[src/rtl/taxi_apb_drp_bridge_if.sv]
// APB bus bundle shared by the PCIe VSEC requester and its completers.
// Sideband user fields are carried for completeness; most completers ignore them.
interface taxi_apb_if #(
  parameter int DATA_W   = 32,
  parameter int ADDR_W   = 32,
  parameter int STRB_W   = DATA_W / 8,
  parameter int PAUSER_W = 1,
  parameter int PWUSER_W = 1,
  parameter int PRUSER_W = 1,
  parameter int PBUSER_W = 1
) ();
  logic [ADDR_W-1:0]   paddr;
  logic [2:0]          pprot;
  logic                psel;
  logic                penable;
  logic                pwrite;
  logic [DATA_W-1:0]   pwdata;
  logic [STRB_W-1:0]   pstrb;
  logic [PAUSER_W-1:0] pauser;
  logic [PWUSER_W-1:0] pwuser;
  logic                pready;
  logic [DATA_W-1:0]   prdata;
  logic                pslverr;
  logic [PRUSER_W-1:0] pruser;
  logic [PBUSER_W-1:0] pbuser;

  modport mst (
    output paddr, pprot, psel, penable, pwrite, pwdata, pstrb, pauser, pwuser,
    input  pready, prdata, pslverr, pruser, pbuser
  );

  modport slv (
    input  paddr, pprot, psel, penable, pwrite, pwdata, pstrb, pauser, pwuser,
    output pready, prdata, pslverr, pruser, pbuser
  );
endinterface

[src/rtl/taxi_apb_drp_bridge.sv]
// APB completer that turns each transfer into one (or, for partial-strobe writes,
// a read-modify-write pair of) Xilinx DRP accesses, bounded by a wait timeout.
//
// state     | meaning
// ----------+---------------------------------------------------------------
// ST_IDLE   | waiting for an APB access phase
// ST_RD     | DRP read issued, waiting for drp_rdy
// ST_RMW_RD | partial write: reading the old word before merging
// ST_WR     | DRP write issued, waiting for drp_rdy
// ST_DONE   | pready (and pslverr on timeout) driven for one cycle
module taxi_apb_drp_bridge #(
  parameter int DRP_ADDR_W = 10,
  parameter int DRP_DATA_W = 16,
  parameter int TIMEOUT    = 256
) (
  input  logic                  clk,
  input  logic                  rst,
  taxi_apb_if.slv               s_apb,
  output logic [DRP_ADDR_W-1:0] drp_addr,
  output logic [DRP_DATA_W-1:0] drp_di,
  output logic                  drp_en,
  output logic                  drp_we,
  input  logic [DRP_DATA_W-1:0] drp_do,
  input  logic                  drp_rdy
);
  localparam int DATA_W     = $bits(s_apb.pwdata);
  localparam int STRB_W     = $bits(s_apb.pstrb);
  localparam int ADDR_SHIFT = $clog2(STRB_W);
  localparam int LANES      = (DRP_DATA_W + 7) / 8;
  localparam int CNT_W      = (TIMEOUT > 1) ? $clog2(TIMEOUT) : 1;
  localparam logic [CNT_W-1:0] CNT_LAST = CNT_W'((TIMEOUT > 0) ? TIMEOUT - 1 : 0);

  if (DATA_W > 32 || STRB_W * 8 != DATA_W) begin : g_bad_apb
    $fatal(1, "taxi_apb_drp_bridge: APB DATA_W must be <= 32 with byte strobes");
  end
  if (DRP_DATA_W > DATA_W) begin : g_bad_drp
    $fatal(1, "taxi_apb_drp_bridge: DRP_DATA_W must not exceed APB DATA_W");
  end

  typedef enum logic [2:0] {ST_IDLE, ST_RD, ST_RMW_RD, ST_WR, ST_DONE} state_t;

  state_t                state, state_nxt;
  logic [CNT_W-1:0]      cnt, cnt_nxt;
  logic [DRP_DATA_W-1:0] wdata_q, wdata_nxt;
  logic [LANES-1:0]      strb_q, strb_nxt;
  logic [DRP_ADDR_W-1:0] addr_nxt;
  logic [DRP_DATA_W-1:0] di_nxt;
  logic                  en_nxt, we_nxt;
  logic                  pready_q, pready_nxt;
  logic                  pslverr_q, pslverr_nxt;
  logic [DATA_W-1:0]     prdata_q, prdata_nxt;
  logic [LANES-1:0]      strb_in;
  logic [DRP_DATA_W-1:0] lane_mask, merged;
  logic                  accept, tmo;
  logic                  unused_apb;

  assign strb_in = s_apb.pstrb[LANES-1:0];
  assign accept  = s_apb.psel && s_apb.penable && !pready_q;
  assign tmo     = (TIMEOUT != 0) && (cnt == CNT_LAST);

  // Strobed lanes take the new write data, the rest keep what the DRP returned.
  always_comb begin
    lane_mask = '0;
    for (int b = 0; b < DRP_DATA_W; b++) lane_mask[b] = strb_q[b / 8];
  end
  assign merged = (wdata_q & lane_mask) | (drp_do & ~lane_mask);

  always_ff @(posedge clk) begin
    if (rst) state <= ST_IDLE;
    else     state <= state_nxt;
  end

  always_comb begin
    state_nxt = state;
    case (state)
      ST_IDLE: begin
        if (accept) begin
          if (!s_apb.pwrite)        state_nxt = ST_RD;
          else if (&strb_in)        state_nxt = ST_WR;
          else if (strb_in == '0)   state_nxt = ST_DONE;
          else                      state_nxt = ST_RMW_RD;
        end
      end
      ST_RD, ST_WR: if (drp_rdy || tmo) state_nxt = ST_DONE;
      ST_RMW_RD: begin
        if (drp_rdy)  state_nxt = ST_WR;
        else if (tmo) state_nxt = ST_DONE;
      end
      ST_DONE: state_nxt = ST_IDLE;
      default: state_nxt = ST_IDLE;
    endcase
  end

  // drp_rdy is only honoured while an access is outstanding; stray pulses fall through.
  always_comb begin
    cnt_nxt     = cnt;
    wdata_nxt   = wdata_q;
    strb_nxt    = strb_q;
    addr_nxt    = drp_addr;
    di_nxt      = drp_di;
    en_nxt      = 1'b0;
    we_nxt      = 1'b0;
    pready_nxt  = 1'b0;
    pslverr_nxt = 1'b0;
    prdata_nxt  = prdata_q;
    case (state)
      ST_IDLE: begin
        if (accept) begin
          addr_nxt  = DRP_ADDR_W'(s_apb.paddr >> ADDR_SHIFT);
          wdata_nxt = s_apb.pwdata[DRP_DATA_W-1:0];
          strb_nxt  = strb_in;
          cnt_nxt   = '0;
          if (!s_apb.pwrite) begin
            en_nxt = 1'b1;
          end else if (&strb_in) begin
            en_nxt = 1'b1;
            we_nxt = 1'b1;
            di_nxt = s_apb.pwdata[DRP_DATA_W-1:0];
          end else if (strb_in == '0) begin
            pready_nxt = 1'b1;
          end else begin
            en_nxt = 1'b1;
          end
        end
      end
      ST_RD: begin
        cnt_nxt = cnt + 1'b1;
        if (drp_rdy) begin
          prdata_nxt = DATA_W'(drp_do);
          pready_nxt = 1'b1;
        end else if (tmo) begin
          prdata_nxt  = '1;
          pready_nxt  = 1'b1;
          pslverr_nxt = 1'b1;
        end
      end
      ST_RMW_RD: begin
        cnt_nxt = cnt + 1'b1;
        if (drp_rdy) begin
          en_nxt  = 1'b1;
          we_nxt  = 1'b1;
          di_nxt  = merged;
          cnt_nxt = '0;
        end else if (tmo) begin
          pready_nxt  = 1'b1;
          pslverr_nxt = 1'b1;
        end
      end
      ST_WR: begin
        cnt_nxt = cnt + 1'b1;
        if (drp_rdy) begin
          pready_nxt = 1'b1;
        end else if (tmo) begin
          pready_nxt  = 1'b1;
          pslverr_nxt = 1'b1;
        end
      end
      default: ;
    endcase
  end

  always_ff @(posedge clk) begin
    if (rst) begin
      cnt       <= '0;
      wdata_q   <= '0;
      strb_q    <= '0;
      drp_addr  <= '0;
      drp_di    <= '0;
      drp_en    <= 1'b0;
      drp_we    <= 1'b0;
      pready_q  <= 1'b0;
      pslverr_q <= 1'b0;
      prdata_q  <= '0;
    end else begin
      cnt       <= cnt_nxt;
      wdata_q   <= wdata_nxt;
      strb_q    <= strb_nxt;
      drp_addr  <= addr_nxt;
      drp_di    <= di_nxt;
      drp_en    <= en_nxt;
      drp_we    <= we_nxt;
      pready_q  <= pready_nxt;
      pslverr_q <= pslverr_nxt;
      prdata_q  <= prdata_nxt;
    end
  end

  assign s_apb.pready  = pready_q;
  assign s_apb.pslverr = pslverr_q;
  assign s_apb.prdata  = prdata_q;
  assign s_apb.pruser  = '0;
  assign s_apb.pbuser  = '0;

  assign unused_apb = ^{s_apb.pprot, s_apb.pauser, s_apb.pwuser, s_apb.pwdata,
                        s_apb.pstrb, s_apb.paddr};
endmodule

[src/flat_wrapper.sv]
// flat-port wrapper written by rule: the top's interface ports become plain ports
module taxi_apb_drp_bridge_flat 
#(
  parameter int DRP_ADDR_W = 10,
  parameter int DRP_DATA_W = 16,
  parameter int TIMEOUT    = 256
)
  (clk, rst, drp_addr, drp_di, drp_en, drp_we, drp_do, drp_rdy, s_apb_paddr, s_apb_pprot, s_apb_psel, s_apb_penable, s_apb_pwrite, s_apb_pwdata, s_apb_pstrb, s_apb_pauser, s_apb_pwuser, s_apb_pready, s_apb_prdata, s_apb_pslverr, s_apb_pruser, s_apb_pbuser);
  taxi_apb_if #(.DATA_W(32), .ADDR_W(32)) s_apb_i ();
  input  logic clk;
  input  logic rst;
  output logic [DRP_ADDR_W-1:0] drp_addr;
  output logic [DRP_DATA_W-1:0] drp_di;
  output logic drp_en;
  output logic drp_we;
  input  logic [DRP_DATA_W-1:0] drp_do;
  input  logic drp_rdy;
  input wire logic [$bits(s_apb_i.paddr)-1:0] s_apb_paddr;
  input wire logic [$bits(s_apb_i.pprot)-1:0] s_apb_pprot;
  input wire logic [$bits(s_apb_i.psel)-1:0] s_apb_psel;
  input wire logic [$bits(s_apb_i.penable)-1:0] s_apb_penable;
  input wire logic [$bits(s_apb_i.pwrite)-1:0] s_apb_pwrite;
  input wire logic [$bits(s_apb_i.pwdata)-1:0] s_apb_pwdata;
  input wire logic [$bits(s_apb_i.pstrb)-1:0] s_apb_pstrb;
  input wire logic [$bits(s_apb_i.pauser)-1:0] s_apb_pauser;
  input wire logic [$bits(s_apb_i.pwuser)-1:0] s_apb_pwuser;
  output wire logic [$bits(s_apb_i.pready)-1:0] s_apb_pready;
  output wire logic [$bits(s_apb_i.prdata)-1:0] s_apb_prdata;
  output wire logic [$bits(s_apb_i.pslverr)-1:0] s_apb_pslverr;
  output wire logic [$bits(s_apb_i.pruser)-1:0] s_apb_pruser;
  output wire logic [$bits(s_apb_i.pbuser)-1:0] s_apb_pbuser;
  assign s_apb_i.paddr = s_apb_paddr;
  assign s_apb_i.pprot = s_apb_pprot;
  assign s_apb_i.psel = s_apb_psel;
  assign s_apb_i.penable = s_apb_penable;
  assign s_apb_i.pwrite = s_apb_pwrite;
  assign s_apb_i.pwdata = s_apb_pwdata;
  assign s_apb_i.pstrb = s_apb_pstrb;
  assign s_apb_i.pauser = s_apb_pauser;
  assign s_apb_i.pwuser = s_apb_pwuser;
  assign s_apb_pready = s_apb_i.pready;
  assign s_apb_prdata = s_apb_i.prdata;
  assign s_apb_pslverr = s_apb_i.pslverr;
  assign s_apb_pruser = s_apb_i.pruser;
  assign s_apb_pbuser = s_apb_i.pbuser;
  taxi_apb_drp_bridge #(.DRP_ADDR_W(DRP_ADDR_W), .DRP_DATA_W(DRP_DATA_W), .TIMEOUT(TIMEOUT)) u_core (.clk(clk), .rst(rst), .s_apb(s_apb_i), .drp_addr(drp_addr), .drp_di(drp_di), .drp_en(drp_en), .drp_we(drp_we), .drp_do(drp_do), .drp_rdy(drp_rdy));
endmodule
[config.mk]
export PLATFORM = sky130hd
export DESIGN_NAME = taxi_apb_drp_bridge_flat
export DESIGN_NICKNAME = d
export VERILOG_FILES = /design/src/rtl/taxi_apb_drp_bridge_if.sv /design/src/rtl/taxi_apb_drp_bridge.sv /design/src/flat_wrapper.sv
export SDC_FILE = /design/constraint.sdc
export NUM_CORES = 1
export LEC_CHECK = 0
export CAP_MARGIN = 20
export CORE_ASPECT_RATIO = 1.75
export CORE_MARGIN = 2
export CORE_UTILIZATION = 35
export CTS_CLUSTER_DIAMETER = 60
export DETAILED_ROUTE_END_ITERATION = 6
export GPL_TIMING_DRIVEN = 1
export MAX_ROUTING_LAYER = met4
export PLACE_DENSITY = 0.74
export SYNTH_ARGS = -nofsm -noshare
export SYNTH_HDL_FRONTEND = slang
export SYNTH_SLANG_ARGS = --single-unit
[constraint.sdc]
create_clock -name clk -period 3.35 [get_ports clk]
set_clock_uncertainty 0.05 [all_clocks]
set_input_delay 0.5025 -clock clk [delete_from_list [all_inputs] [get_ports clk]]
set_output_delay 0.5025 -clock clk [all_outputs]
set_load 0.005 [all_outputs]
# Word-level counts from Yosys, hierarchy flattened
# Cells that the tools add are included.
# totals
regBits	91
elab_cells	81
# op_classes
addsub	1
eq_ne	10
muxes	36
bitwise_logic	5
reduce_logical	18
# ops
operator	count
$mux 16	4
$mux 32	2
$and 16x16->16	2
$pmux 16 s2	1
$pmux 8 s3	1
$mux 3	7
$mux 8	2
$not 16->16	1
$or 16x16->16	1
$mux 1	15
$pmux 3 s3	1
$add 8x1->8 const B	1
$eq 8x8->1 const B	1
$reduce_and 2->1	4
$eq 3x2->1 const B	2
$ne 2x1->1 const B	3
$reduce_and 5->1	1
$ne 2x2->1 const B	2
$pmux 1 s2	2
$reduce_bool 2->1	2
$reduce_or 2->1	2
$eq 3x1->1 const B	1
$logic_not 3->1	1
$ne 3x2->1 const B	1
other kinds (9)	10

# Longest topological paths before layout
# logic_depth
word_depth	6
depth_mapped	7
mapped_depth_nobuf	5

# Worst setup path after synthesis
# No wires, ideal clock.
# synth_timing
path_kind	input -> register
startpoint	input s_apb_penable
endpoint	register u_core.strb_q[0]
t_arrival_ps	1467
setup_slack_ps	1700
cell_stages	7
path_buffers	3
cell_sequence	nand3b_1 > buf_4 > or3_1 > buf_2 > buf_6 > nand2_1 > a21oi_1
# synth_between
elab_chain_cells	3
# synth_lines
item	line	rtl
start, declared	flat_wrapper.sv:21	input wire logic [$bits(s_apb_i.penable)-1:0] s_apb_penable;
$logic_and 1x1->1 (2 in a row)	taxi_apb_drp_bridge.sv:58	assign accept = s_apb.psel && s_apb.penable && !pready_q;
$reduce_and 2->1 (no source line)	-	
end signal, assigned	taxi_apb_drp_bridge.sv:177	strb_q <= strb_nxt;
end, declared	taxi_apb_drp_bridge.sv:45	logic [LANES-1:0] strb_q, strb_nxt;
# No other way between the ends.
# A chain may end at the register's enable or synchronous reset.

# Worst setup path in the final report
# layout_timing
startpoint	register u_core.state[2]
endpoint	register u_core.wdata_q[12]
# layout_between
elab_chain_cells	2
# layout_lines
item	line	rtl
start, declared	taxi_apb_drp_bridge.sv:42	state_t state, state_nxt;
start signal, assigned	taxi_apb_drp_bridge.sv:70	else state <= state_nxt;
$logic_not 3->1	taxi_apb_drp_bridge.sv:106	case (state)
$reduce_and 2->1 (no source line)	-	
end signal, assigned	taxi_apb_drp_bridge.sv:176	wdata_q <= wdata_nxt;
end, declared	taxi_apb_drp_bridge.sv:44	logic [DRP_DATA_W-1:0] wdata_q, wdata_nxt;
# No other way between the ends.

==> reports/metrics.cfg <==
[critical_path]
path_class=reg2reg
cp.arrival_ns=2.60
crit_path_max_fanout=28
worstPathRequired_ns=3.56
critPathLaunchType=register
cp-end-kind=register

[routing]
via_count=3245
vias_per_cell=5.21
finalWirelength_um=10100
ant_nets=0
drc=0
firstDrtPassIters=5
drt_iter0_markers=151
wl_per_cell_um=16.2

[grt]
grt_max_degree=40
grt-ovfl-total=0
gr-usage-met1_pct=21.0
grt.busiest_layer=met2
grt_pass1_vias=3164
grt_pass1_wl_um=15900
grtUsageTotal_pct=20.0
antenna_found_initial=0
grt_use_met2_pct=35.8
use_met3_pct=4.28

[clock_tree]
clkLatencyLatePin_ns=0.33
post_cts_resized=0
clkSlewWorstSetupHoldPaths_ns=0.06
h-tree-depth=3
cts-root-buf=clkbuf_16
cts.sink_count=76
cts_buffers=9
hold_buffers=0
cts_tree=done
cts_buffer_depth=2
cts_setup_buffers=0

[run]
max_cap_viol_count=0

[worst_hold_path]
hold_path.class=reg2reg

[timing]
hold_ws_ns=0.401
tns_ns=0
setup_viol=0
fin_crit_ns=2.39
slew_headroom_pct=29.0
drv_slew=0
fin_crit_sh_pct=71.3
rsz0062_at_grt=false
finalHoldViolCount=0
worstMarginPinSlew_ns=1.06
fmax_mhz=418

[placement]
place_hpwl_um=7090
gp_congestion=0.873
port_buffers=111

[layout]
layout_common_cells=clkdlybuf4s50_1 (110), nand2_1 (77), dfxtp_1 (76)
final_layout_size_suffix_gt1_share_pct=6.59
diodes=0
fin_nets=592
fillers=915
syn2layout_area_growth_pct=38.2
final_common_cell=clkdlybuf4s50_1

[power_and_ir_drop]
vdd_drop_max_mv=0.293
swShare_pct=29.0
p_int_w=0.00174
p_leak_nw=1.54
p_per_area_nw_per_um2=518
seq_power_share_pct=42.1
pwr-share-comb_pct=21.1
clockPowerShare_pct=36.8
p_switching_w=0.000709

[logic_synthesis]
synth-xor-area-share_pct=1.28
ys_ff_latch=76
yosysSeqAreaShare_pct=44.5
syn_inst=413
synth_fa_ha_area_share_pct=0.366
synth.distinct_cells=41
synth_top_family_by_area=compound AO/OA/AOI/OAI gates
synth_compound_area_share_pct=20.9
ys_warn_count=0
netlist_area_um2=3420
muxShareOfSynthArea_pct=4.68
yosys.area_share.simple_pct=19.5
post_synth.cell_area_avg_um2=8.28

[die]
core_um2=9470
initial_core_util_pct=36.1
die-area_um2=10600
chipHeight_um=135
die_width_um=78.7
num_io_pins=159
rows=47

[run_status]
outcome=completed

power groups by stage:
stage / clock (W) / sequential (W) / combinational, W
3_3_place_gp: 0 / 0.00105 / 0.000506
3_5_place_dp: 0 / 0.00105 / 0.000515
6_report: 0.000901 / 0.00103 / 0.000517
5_1_grt: 0.000952 / 0.00104 / 0.000564
4_1_cts: 0.000909 / 0.00103 / 0.000518
2_1_floorplan: 0 / 0.00103 / 0.000304
cell usage after synthesis, drive strengths merged:
cell / count / area, um2
a21oi: 67 / 335
mux2i: 16 / 160
nor3: 20 / 111
buf: 32 / 233
a2111oi: 1 / 15.0
ha: 1 / 12.5
or3: 2 / 12.5
or3b: 1 / 8.76
clkbuf: 14 / 52.6
a21o: 1 / 7.51
a2bb2oi: 1 / 8.76
or2: 1 / 8.76
nand2: 77 / 289
nand3: 6 / 30.0
o21ai: 21 / 105
xnor2: 5 / 43.8
nor4: 1 / 6.26
nor3b: 3 / 38.8
nand2b: 3 / 18.8
a211oi: 4 / 30.0
dfxtp: 76 / 1520
nor2: 30 / 115
inv: 3 / 11.3
o2111ai: 16 / 140
a211o: 1 / 8.76
o31ai: 1 / 21.3
conb: 1 / 3.75
nand4: 2 / 18.8
a311oi: 2 / 17.5
nand3b: 1 / 7.51
o31a: 1 / 8.76
o21bai: 1 / 11.3
o22ai: 1 / 6.26
through the flow:
step,worst slack (ns),utilization (%),area [um2],cells,power [W]
after global routing,0.713,49.9,4730,623,0.00256
after global placement,0.699,47.0,4450,607,0.00155
after floorplan,1.70,-,3420,414,0.00134
after CTS,0.975,49.9,4730,623,0.00246
final,0.960,49.9,4730,623,0.00245
after detailed placement,0.677,47.0,4450,607,0.00156
cell type report:
type | instances | area, um2 | area share [%]
inverters | 3 | 11.3 | 0.238
clock inverters | 6 | 40.0 | 0.847
repair buffers | 117 | 1150 | 24.4
well taps | 122 | 153 | 3.23
flip-flops and latches | 76 | 1520 | 32.2
multi-input cells | 289 | 1610 | 34.1
clock buffers | 10 | 239 | 5.06
per-layer routing:
layer / share of wire [%] / vias up
li1: - / 1587
met4: 3.2 / 0
met5: 0 / -
met1: 39 / 1527
met2: 53 / 114
met3: 4.9 / 17
kinds of logic (layout without fill, tap and decap cells):
logic type,after synthesis,in the layout
and+or+nand+nor,147,147
AOI/OAI and AO/OA,118,118
DFF,76,76
buffers and inverters,49,136
muxes,16,16
xor gates and xnor gates,5,5
adders and majority gates,1,1
other,1,2
final timing paths:
kind	cells after the start	slack, ns	end	from
max	4	0.96	u_core.wdata_q[12]	u_core.state[2]
max reg2reg	4	0.96	u_core.wdata_q[12]	u_core.state[2]
min reg2reg	2	0.40	u_core.drp_addr[5]	u_core.drp_addr[5]
min	2	0.40	u_core.drp_addr[5]	u_core.drp_addr[5]
worst max-delay path, cell delays in order (launching register included):
cell	delay [ns]
dfxtp_1	0.72
or2_4	0.37
or3_1	0.86
nand2_1	0.14
a21oi_1	0.17
flip-flops by register name, indices dropped and copies added (netlist names):
name and cells:
u_core.drp_addr 10, u_core.s_apb.prdata 17, u_core.s_apb.pslverr 1, u_core.drp_we 1
u_core.wdata_q 16, u_core.strb_q 2, u_core.s_apb.pready 1, u_core.state 3
u_core.drp_di 16, u_core.drp_en 1, u_core.cnt 8
Power figures use the tool's default switching activity.
